## src/rtl/regfile_arbiter.sv

```systemverilog
// Two-requester front end for an external 16x8 register file: init, arbitrate, issue, return.
// Define RFARB_ROUND_ROBIN_EN to alternate simultaneous winners; otherwise requester A has priority.
module regfile_arbiter (
    input  logic       clk,
    input  logic       Rst,
    input  logic       a_req,
    input  logic       b_req,
    input  logic       a_wr,
    input  logic       b_wr,
    input  logic [3:0] a_waddr,
    input  logic [3:0] b_waddr,
    input  logic [7:0] a_wdata,
    input  logic [7:0] b_wdata,
    input  logic [3:0] a_raddr1,
    input  logic [3:0] a_raddr2,
    input  logic [3:0] b_raddr1,
    input  logic [3:0] b_raddr2,
    output logic       a_gnt,
    output logic       b_gnt,
    output logic       a_rvalid,
    output logic       b_rvalid,
    output logic [7:0] rdata1,
    output logic [7:0] rdata2,
    output logic [7:0] rf_Datain,
    output logic [3:0] rf_AddressW,
    output logic [3:0] rf_AddressR1,
    output logic [3:0] rf_AddressR2,
    output logic       rf_W,
    output logic       rf_R,
    output logic       rf_Rst,
    input  logic [7:0] rf_Dataout1,
    input  logic [7:0] rf_Dataout2
);

    typedef enum logic [2:0] {
        INIT0 = 3'd0,
        INIT1 = 3'd1,
        IDLE  = 3'd2,
        ISSUE = 3'd3,
        RESP  = 3'd4
    } state_t;

    typedef struct packed {
        logic       wr;
        logic [3:0] waddr;
        logic [7:0] wdata;
        logic [3:0] raddr1;
        logic [3:0] raddr2;
        logic       winB;
    } cmd_t;

    state_t     state_q, state_d;
    cmd_t       cmd_q, cmd_d;
    logic [7:0] rdata1_q, rdata1_d;
    logic [7:0] rdata2_q, rdata2_d;
    logic       pickB;

`ifdef RFARB_ROUND_ROBIN_EN
    // lastWinB_q is 1 when B won the most recent grant
    logic lastWinB_q, lastWinB_d;

    always_comb begin
        pickB = b_req && (!a_req || !lastWinB_q);
    end
`else
    always_comb begin
        pickB = b_req && !a_req;
    end
`endif

    always_ff @(posedge clk or negedge Rst) begin
        if (!Rst) begin
            state_q    <= INIT0;
            cmd_q      <= '0;
            rdata1_q   <= '0;
            rdata2_q   <= '0;
`ifdef RFARB_ROUND_ROBIN_EN
            lastWinB_q <= 1'b1;
`endif
        end else begin
            state_q    <= state_d;
            cmd_q      <= cmd_d;
            rdata1_q   <= rdata1_d;
            rdata2_q   <= rdata2_d;
`ifdef RFARB_ROUND_ROBIN_EN
            lastWinB_q <= lastWinB_d;
`endif
        end
    end

    always_comb begin
        state_d      = state_q;
        cmd_d        = cmd_q;
        rdata1_d     = rdata1_q;
        rdata2_d     = rdata2_q;
`ifdef RFARB_ROUND_ROBIN_EN
        lastWinB_d   = lastWinB_q;
`endif
        a_gnt        = 1'b0;
        b_gnt        = 1'b0;
        a_rvalid     = 1'b0;
        b_rvalid     = 1'b0;
        rdata1       = rdata1_q;
        rdata2       = rdata2_q;
        rf_Datain    = 8'h00;
        rf_AddressW  = 4'h0;
        rf_AddressR1 = 4'h0;
        rf_AddressR2 = 4'h0;
        rf_W         = 1'b0;
        rf_R         = 1'b0;
        rf_Rst       = 1'b0;

        case (state_q)
            INIT0: begin
                rf_Rst  = 1'b1;
                state_d = INIT1;
            end
            INIT1: begin
                rf_Rst  = 1'b1;
                state_d = IDLE;
            end
            IDLE: begin
                if (a_req || b_req) begin
                    cmd_d.winB   = pickB;
                    cmd_d.wr     = pickB ? b_wr     : a_wr;
                    cmd_d.waddr  = pickB ? b_waddr  : a_waddr;
                    cmd_d.wdata  = pickB ? b_wdata  : a_wdata;
                    cmd_d.raddr1 = pickB ? b_raddr1 : a_raddr1;
                    cmd_d.raddr2 = pickB ? b_raddr2 : a_raddr2;
`ifdef RFARB_ROUND_ROBIN_EN
                    lastWinB_d   = pickB;
`endif
                    state_d      = ISSUE;
                end
            end
            ISSUE: begin
                // Register file reads before it writes on this edge, so a same-address read sees old data
                rf_AddressW  = cmd_q.waddr;
                rf_Datain    = cmd_q.wdata;
                rf_AddressR1 = cmd_q.raddr1;
                rf_AddressR2 = cmd_q.raddr2;
                rf_W         = cmd_q.wr;
                rf_R         = 1'b1;
                a_gnt        = !cmd_q.winB;
                b_gnt        = cmd_q.winB;
                state_d      = RESP;
            end
            RESP: begin
                rdata1   = rf_Dataout1;
                rdata2   = rf_Dataout2;
                rdata1_d = rf_Dataout1;
                rdata2_d = rf_Dataout2;
                a_rvalid = !cmd_q.winB;
                b_rvalid = cmd_q.winB;
                state_d  = IDLE;
            end
            default: begin
                state_d = INIT0;
            end
        endcase
    end

endmodule

```

## config.mk

```make
export PLATFORM = sky130hd
export DESIGN_NAME = regfile_arbiter
export DESIGN_NICKNAME = d
export VERILOG_FILES = /design/src/rtl/regfile_arbiter.sv
export SDC_FILE = /design/constraint.sdc
export NUM_CORES = 1
export LEC_CHECK = 0
export CORE_ASPECT_RATIO = 1.75
export CORE_MARGIN = 8
export CORE_UTILIZATION = 40
export CTS_BUF_LIST = sky130_fd_sc_hd__clkbuf_4 sky130_fd_sc_hd__clkbuf_8 sky130_fd_sc_hd__clkbuf_16
export DETAILED_ROUTE_END_ITERATION = 8
export PLACE_DENSITY_LB_ADDON = 0.3
export SLEW_MARGIN = 20
export SYNTH_ARGS = -nofsm -noshare
export SYNTH_HDL_FRONTEND = slang
export SYNTH_SLANG_ARGS = --single-unit
```

## constraint.sdc

```tcl
create_clock -name clk -period 1.75 [get_ports clk]
set_input_delay 0.2625 -clock clk [delete_from_list [all_inputs] [get_ports clk]]
set_output_delay 0.2625 -clock clk [all_outputs]
set_load 0.01 [all_outputs]
```

==> flow_metrics.py <==
metrics = {
    "power": {
        "internal-power_uw": 4680,
        "finalPower_uw": 6710,
        "irDropWorstVdd_uv": 856,
        "switching_share_pct": 30.3,
        "p_per_area_mw_per_mm2": 1710,
        "switchingPower_uw": 2030,
        "leakagePower_uw": 0.00181,
        "p_clk_share_pct": 12.0,
        "seqPwrFrac_pct": 25.7,
        "p_comb_share_pct": 62.3,
    },
    "cts": {
        "cts_root_buf": "clkbuf_8",
        "clk_path_buf_depth": 2,
        "cts_buffers": 5,
        "cts_tree": "done",
        "clk_latency_ns": 0.29,
        "clk_pin_slew_ns": 0.08,
        "cts_num_sinks": 41,
        "cts-htree-levels": 2,
    },
    "critical_path": {
        "r2r-end": "cmd_q[15]",
        "startpoint_type": "flop",
        "reg2reg_slack_ns": 0.03,
        "cpPeakStageDelay_ns": 0.45,
        "crit_chain": "nor3b_4, buf_6, buf_6, mux2_4, buf_6",
        "worstPathMaxFanout": 4,
        "cp_common_cell": "buf_6",
        "cp.arrival_ns": 1.75,
        "r2r-start": "state_q[2]",
        "cp_slowest_cell": "dfrtp_2",
        "crit_type": "reg2out",
        "required_ns": 1.49,
        "r2r.worst_path.cells": 6,
        "critical-path-top-delay-family": "flip-flops",
        "path_buf_inv": 3,
        "crit_path_end_kind": "output port",
    },
    "sta": {
        "period_share_pct": 115,
        "slew_headroom_pct": 66.4,
        "finalClockSkew_ns": 0.00880,
        "fin_setup_tns_ns": -4.39,
        "worst_pin_slew_ns": 0.504,
        "hold_viol_final": 0,
        "rsz0062_at_grt": "yes",
        "setup_ws_ns": -0.264,
        "drv_slew": 0,
        "fin_crit_ns": 2.01,
        "setup_viol": 31,
        "fmax_mhz": 496,
    },
    "floorplan": {
        "start_util_pct": 40.5,
        "num_io_pins": 105,
        "fp.dieW_um": 70.7,
        "die-area_sq_mm": 0.00790,
        "core_area_sq_mm": 0.00517,
        "fp-row-count": 35,
        "dieHeight_um": 112,
    },
    "placement": {
        "place_congestion": 0.751,
        "dp_hpwl_mm": 4.29,
        "portBuffers": 104,
    },
    "synth": {
        "seq_area_frac_synth_pct": 49.0,
        "yosys.cell_types.count": 21,
        "synth_nets": 210,
        "synthCells": 148,
        "syn_area_sq_mm": 0.00209,
        "yosysTopAreaCellShare_pct": 49.0,
        "yosysWarningCount": 0,
        "synth.ff_latch_count": 41,
        "yosysTopAreaCell": "dfrtp_1",
        "yosys-top-cells-area": "dfrtp_1 (49%), mux2_2 (20%), mux2_4 (14%)",
        "synth_area_per_cell_sq_um": 14.2,
    },
    "route": {
        "via_per_inst": 4.85,
        "drc": 0,
        "vias": 1697,
        "wl_per_cell_um": 19.3,
        "routed_wl_mm": 6.76,
        "drt.antenna.violating_nets": 0,
        "drt_first_pass_iters": 4,
        "drtIter0Drc": 50,
    },
    "grt": {
        "grt-ovfl-total": 0,
        "grt_pass1_vias": 1962,
        "grt_util_all_layers_pct": 17.0,
        "antenna_found_initial": 0,
        "grt_pass1_wl_mm": 10.5,
        "grt_start_max_net_pins": 23,
    },
    "worst_hold_path": {
        "hp-class": "in2async",
    },
    "flow_run": {
        "max_cap_violations": 0,
    },
    "finish": {
        "layout_common_cells": "clkdlybuf4s50_1 (60), buf_6 (58), dfrtp_1 (40)",
        "area_growth_syn_to_layout_pct": 86.9,
        "layout.nets": 356,
        "layout_commonest_cell": "clkdlybuf4s50_1",
        "drive_above_1_share_pct": 60.7,
        "antenna_cells": 0,
        "utilization_pct": 75.8,
    },
    "run_status": {
        "violations": "negative setup slack",
        "outcome": "complete, but fails checks",
    },
}
cell type report:
class	instances	area, sq um
well taps	55	68.8
clock inverters	1	30.0
repair buffers	148	1580
clock buffers	7	90.1
multi-input cells	98	1120
fillers	350	1250
flip-flops and latches	41	1030
worst max path at each step:
stage	start	end	slack [ns]	cells after the start
floorplan	state_q[2]	rdata1[0]	0.18	5
global placement	state_q[1]	rdata1[4]	-0.18	4
detailed placement	state_q[1]	rdata1[6]	-0.22	4
CTS	state_q[0]	rdata1[5]	-0.22	5
global route	state_q[1]	rdata2[7]	-0.31	5
finish	state_q[1]	rdata1[6]	-0.26	5
synth_stat cells, drive strengths merged:
| cell | number |
|---|---|
| mux2 | 58 |
| buf | 8 |
| and2b | 1 |
| a21oi | 2 |
| o21ai | 1 |
| dfrtp | 41 |
| nor3b | 2 |
| o21a | 1 |
| nor2b | 2 |
| and2 | 23 |
| nand2 | 1 |
| xor2 | 1 |
| clkbuf | 1 |
| a211oi | 1 |
| nor3 | 1 |
| nor2 | 4 |
layer usage:
metal  track usage, %  wire length (um)
met5                0                 0
met4             4.20                90
met3             5.94               518
met2             29.7              3560
met1             18.8              2590
stage by stage:
stage | setup WS [ns] | hold slack [ns] | instances | area, sq um
after floorplan | 0.181 | -0.0331 | 148 | 2090
after global placement | -0.177 | 0.249 | 312 | 3280
after detailed placement | -0.216 | 0.259 | 312 | 3280
after CTS | -0.219 | 0.469 | 343 | 3700
after global routing | -0.312 | 0.519 | 350 | 3920
final | -0.264 | 0.472 | 350 | 3920
power by group through the flow:
stage	logic [uW]	clock network [uW]	registers [uW]
4_1_cts	3740	822	1690
6_report	4190	803	1720
2_1_floorplan	1670	0	1610
3_3_place_gp	2940	0	1650
3_5_place_dp	3000	0	1670
5_1_grt	4450	860	1780
logic make-up after synthesis:
kind of cell           Yosys count  synth area share [%]
AND/OR/NAND/NOR                 34                  10.3
flip-flops                      41                  49.0
XOR/XNOR                         1                 0.418
AO/OA/AOI/OAI                    5                  1.43
multiplexers                    58                  34.8
buffers and inverters            9                  4.06
state kept, by name, summed over array words and instances, names as in the netlist:
register,cells
cmd_q,22
state_q,3
rdata2_q,8
rdata1_q,8
what timing repair did:
action,CTS,global route
buffers inserted,19,7
gates cloned,3,1
pin swaps,5,11
hold endpoints to repair,19,0
hold buffers,1,0
endpoints found under the setup margin,43,62
resized for setup,230,44
Power figures use the tool's default switching activity.
==> variant 1 (same flow settings) <==
Reset style: synchronous (`Rst`), changed in one clocked block.
--- a/src/rtl/regfile_arbiter.sv
+++ b/src/rtl/regfile_arbiter.sv
@@ -68,7 +68,7 @@
     end
 `endif
 
-    always_ff @(posedge clk or negedge Rst) begin
+    always_ff @(posedge clk) begin
         if (!Rst) begin
             state_q    <= INIT0;
             cmd_q      <= '0;
Behaviour: differs if Rst is asserted again (counterexample within 4 cycles, from zero or initial values and one cycle with Rst low); with Rst held inactive, the same outputs for 10 cycles.
==> variant 1 against the unedited design <==
The flow still finishes with violations (negative setup slack). Register-to-register slack gained 80 ps. Synthesized area shrank 10%. Setup slack improved by 86 ps. Sequential cell count stayed put. Critical path depth is the same. Final cell count up 2.0%. Routed wire length decreased by 14%. Design area down 13%.
Power is not compared: it rests on default switching activity, and its combinational part moved more than twofold at a synthesized area within 25%.
==> variant 1: results (changes against the unedited design) <==
stage	metric	value	unit	change
status	run_status	finished with violations		unchanged
status	failed_checks	negative setup slack		unchanged
clock_network	cts.path.max_buffers	2		unchanged
routing	wl_per_cell	16.3	µm	was 19.3 µm
synth	synth.area.top_cells	dfxtp_1 (44%), and2_1 (13%), mux2i_1 (11%), o2bb2ai_1 (9.8%), mux2_4 (5.6%)		was dfrtp_1 (49%), mux2_2 (20%), mux2_4 (14%), and2_1 (6.9%), buf_12 (1.9%)
critical_path	crit_arrival	1670	ps	was 1750 ps
critical_path	crit_path_max_fanout	7		was 4
sta	totalNegativeSetupSlack	-2360	ps	was -4390 ps
synth	synthDistinctLibCells	25		was 21
routing	drt_iter0_drc	51		was 50
cells_and_area	layout.filler_cells	341		was 350
place	dpl_cell_area	3040	µm²	was 3280 µm²
place	numPortBuffers	104		unchanged
cells_and_area	final_layout_size_suffix_gt1_frac	0.367		was 0.607
place	hpwlAfterDp	4190	µm	was 4290 µm
synth	synth.yosys.seq_area_share	0.435		was 0.490
synth	syn_nets	237		was 210
sta	finClkSkew	5.98	ps	was 8.80 ps
min_path	worstHoldPathType	register to register		was primary input to asynchronous set/reset pin
clock_network	cts.root.buffer_cell	clkbuf_8		unchanged
global_route	via_count_of_the_first_global_routing_pass	1891		was 1,962
place	routabilityCongestion	0.743		was 0.751
cells_and_area	largest_registers	cmd_q: 22 flops, rdata1_q: 8 flops, rdata2_q: 8 flops		unchanged
global_route	antenna_found_initial	0		unchanged
clock_network	path_clk_slew	80	ps	about the same
routing	final_antenna_net_count	0		unchanged
sta	finalWorstSetupSlack	-179	ps	was -264 ps
synth	synth_warnings	0		unchanged
synth	synthFlopType	dfxtp_1		was dfrtp_1
synth	ys_top_cells_by_count	dfxtp_1 (41), and2_1 (38), mux2i_1 (21), o2bb2ai_1 (21), mux2_2 (9)		was dfrtp_1 (41), mux2_2 (38), and2_1 (23), mux2_4 (20), nor2_1 (4)
routing	drt_pass1_iterations	4		unchanged
global_route	grt_first_pass_wirelength	8970	µm	was 10,500 µm
global_route	grt.total_usage	0.158		was 0.170
clock_network	cts_buffers	5		unchanged
cells_and_area	nNetsFinal	366		was 356
synth	synthArstFlopShare	0		was 1.00
power	vdd.ir_drop.worst	0.551	mV	
clock_network	clock_insertion_delay_worst_skew	290	ps	about the same
clock_network	cts-htree-levels	2		unchanged
cells_and_area	antenna-diode-count	0		unchanged
routing	vias	1741		was 1,697
sta	setup_viol	16		was 31
power	cellLeakagePower	1.49	nW	
global_route	grt_start_max_net_pins	22		was 23
sta	worst_slew_pin_slew	450	ps	was 504 ps
variant 1: worst paths after layout:
kind	from	end	slack [ps]	cells past startpoint
max	state_q[1]	rdata1[3]	-180	5
max reg2reg	state_q[1]	rdata2_q[1]	110	6
min reg2reg	cmd_q[18]	cmd_q[18]	460	1
min	cmd_q[18]	cmd_q[18]	460	1
variant 1: cell families (layout without fill, tap and decap cells):
logic type | after synthesis | count (layout) | share of synthesized area
simple gates | 54 | 54 | 0.174
mux | 37 | 37 | 0.221
buf+inv | 16 | 146 | 0.0518
compound gates | 26 | 26 | 0.113
xor+xnor | 1 | 1 | 0.00465
flops | 41 | 41 | 0.435
variant 1: power by group:
group | switching, mW | leakage (nW) | internal (mW)
logic | 0.179 | 1.09 | 0.316
clock network | 0.323 | 0.0681 | 0.566
registers | 0.0282 | 0.334 | 0.985
total | 0.531 | 1.49 | 1.87
variant 1: final cells by class:
class	count	area, µm²	area share
timing repair buffer	137	1340	0.392
multi-input combinational	118	1040	0.306
sequential	41	827	0.243
clock buffer	5	68.8	0.0202
clock inverter	3	65.1	0.0191
tap	52	65.1	0.0191
inverter	1	3.75	0.00110
variant 1: timing repair:
item                                   CTS  global route
endpoints found under the hold margin    0             0
gates resized for setup                197            25
gates cloned                             2             0
pin swaps                                2             2
setup buffers                           14             4
setup endpoints to repair               42            41
variant 1: critical path, stage by stage, from the launching register on:
cell and delay [ps]:
dfxtp_4 360, nor3b_4 290, buf_6 190, buf_6 100
mux2_4 300, buf_6 120
variant 1: per-stage QoR:
step                      std cells  worst slack, ps
after detailed placement        329             -160
after global routing            357             -253
after CTS                       353             -201
final                           357             -179
after floorplan                 175              283
after global placement          329             -124
variant 1: metal layers:
layer	global-route usage	share of wire	up-vias
met3	0.0511	0.086	7
met1	0.159	0.35	802
met4	0.0486	0.013	0
met2	0.291	0.55	65
met5	0	0	-
li1	-	-	867
==> variant 2 (same flow settings) <==
Made on the original files. Add a define of `RFARB_ROUND_ROBIN_EN`.
--- a/src/rtl/regfile_arbiter.sv
+++ b/src/rtl/regfile_arbiter.sv
@@ -1,5 +1,7 @@
 // Two-requester front end for an external 16x8 register file: init, arbitrate, issue, return.
 // Define RFARB_ROUND_ROBIN_EN to alternate simultaneous winners; otherwise requester A has priority.
+`define RFARB_ROUND_ROBIN_EN
+
 module regfile_arbiter (
     input  logic       clk,
     input  logic       Rst,
Behaviour: not the same (Yosys sat finds a counterexample within 10 cycles, from zero or initial values and one cycle with Rst low).
==> variant 2 against the unedited design <==
The flow still finishes with violations (negative setup slack). Sequential cell count up 1. Synthesized area is 6.2% lower. Clock power grew 17%. Total power is 10% lower. Final cell count decreased by 1.4%. Design area is 9.1% lower. Count of clock-buffer cells in the layout decreased by 1. Core utilization is 2.4 points lower. Setup slack got worse by 6.2 ps. Routed wire length rose by 0.12%. Largest power group unchanged.
==> variant 2: results (changes against the unedited design) <==
stage	metric	value	unit	change
routing	met3_wirelength	521	µm	was 518 µm
clock_network	path_clk_slew	80	ps	about the same
cells_and_area	nNetsFinal	352		was 356
routing	drt_iter0_drc	59		was 50
routing	wl_met1	2450	µm	was 2590 µm
sta	finClkSkew	5.14	ps	was 8.80 ps
synth	synth.yosys.seq_area_share	0.536		was 0.490
cells_and_area	layout.filler_cells	341		was 350
critical_path	cpPeakStageDelay	420	ps	was 450 ps
global_route	grt_first_pass_wirelength	10200	µm	was 10,500 µm
global_route	grt_start_max_net_pins	24		was 23
cells_and_area	largest_registers	cmd_q: 22 flops, rdata1_q: 8 flops, rdata2_q: 8 flops		unchanged
status	failed_checks	negative setup slack		unchanged
sta	finalWorstSetupSlack	-271	ps	was -264 ps
power	power_frac_clock	0.155		was 0.120
place	dpl_cell_area	3150	µm²	was 3280 µm²
routing	met2WireLength	3670	µm	was 3560 µm
synth	synth-xor-area-share	0.00446		was 0.00418
status	run_status	finished with violations		unchanged
place	routabilityCongestion	0.758		was 0.751
global_route	grt.total_usage	0.180		was 0.170
power	cellLeakagePower	1.57	nW	was 1.81 nW
global_route	gr-usage-met1	0.194		was 0.188
global_route	groute.layer.met3.usage	0.0586		was 0.0594
power	vdd.ir_drop.worst	1.10	mV	was 0.856 mV
synth	ys_top_cells_by_count	dfrtp_1 (41), and2_1 (25), or3_1 (21), o221a_2 (20), mux2_1 (16)		was dfrtp_1 (41), mux2_2 (38), and2_1 (23), mux2_4 (20), nor2_1 (4)
sta	setup_viol	63		was 31
power	combinationalPowerShare	0.564		was 0.623
cells_and_area	final_layout_size_suffix_gt1_frac	0.464		was 0.607
synth	synthDistinctLibCells	26		was 21
critical_path	critPathSlowestCell	dfrtp_1		was dfrtp_2
routing	detail_route.wirelength	6760	µm	about the same
place	hpwlAfterDp	4480	µm	was 4290 µm
critical_path	crit_arrival	1760	ps	
sta	worst_slew_pin_slew	607	ps	was 504 ps
synth	synth_compound_gate_area_share	0.135		was 0.0143
global_route	grt.met2_usage	0.315		was 0.297
power	sw_power	1.90	mW	was 2.03 mW
synth	synth.area.top_cells	dfrtp_1 (52%), o221a_2 (11%), mux2_1 (9.2%), and2_1 (8.0%), or3_1 (6.7%)		was dfrtp_1 (49%), mux2_2 (20%), mux2_4 (14%), and2_1 (6.9%), buf_12 (1.9%)
variant 2: critical path, delay by kind of cell (launching register included):
family,cells,cell delay (ps)
muxes,1,300
and+or+nand+nor,1,330
DFF,1,420
buffers and inverters,3,410
variant 2: cell families after synthesis:
| kind of cell | Yosys count |
|---|---|
| multiplexers | 16 |
| buffers and inverters | 14 |
| flip-flops | 42 |
| AND/OR/NAND/NOR | 59 |
| AO/OA/AOI/OAI | 25 |
| XOR/XNOR | 1 |
variant 2: per-stage QoR:
stage,TNS [ps],instances,hold slack [ps]
6_report,-8950,345,477
5_1_grt,-12550,345,510
4_1_cts,-6500,337,470
3_5_place_dp,-9470,316,250
3_3_place_gp,-8640,316,245
2_1_floorplan,0,157,-33.1
variant 2: what timing repair did:
action,4_1_cts,5_1_grt
cloned,4,2
buffers inserted,8,8
setup endpoints to repair,64,62
hold endpoints to repair,19,0
hold buffers,1,0
resized for setup,210,27
pin swaps,3,4
variant 2: final timing paths:
path,start,endpoint,slack [ps],cells past startpoint
max in group asynchronous,Rst,lastWinB_q,700,3
max reg2reg,state_q[0],cmd_q[10],-100,7
min,Rst,rdata1_q[4],480,2
min reg2reg,rdata2_q[3],rdata2_q[3],490,1
max,state_q[0],rdata1[5],-270,5
min in group clk,rdata2_q[3],rdata2_q[3],490,1
variant 2: cell type report:
| class | instances | area [µm²] | share of cell area |
|---|---|---|---|
| Clock inverter | 2 | 60.1 | 0.0169 |
| Clock buffer | 6 | 82.6 | 0.0232 |
| Sequential cell | 42 | 1050 | 0.296 |
| Timing Repair Buffer | 138 | 1310 | 0.367 |
| Multi-Input combinational cell | 103 | 991 | 0.278 |
| Tap cell | 54 | 67.6 | 0.0190 |
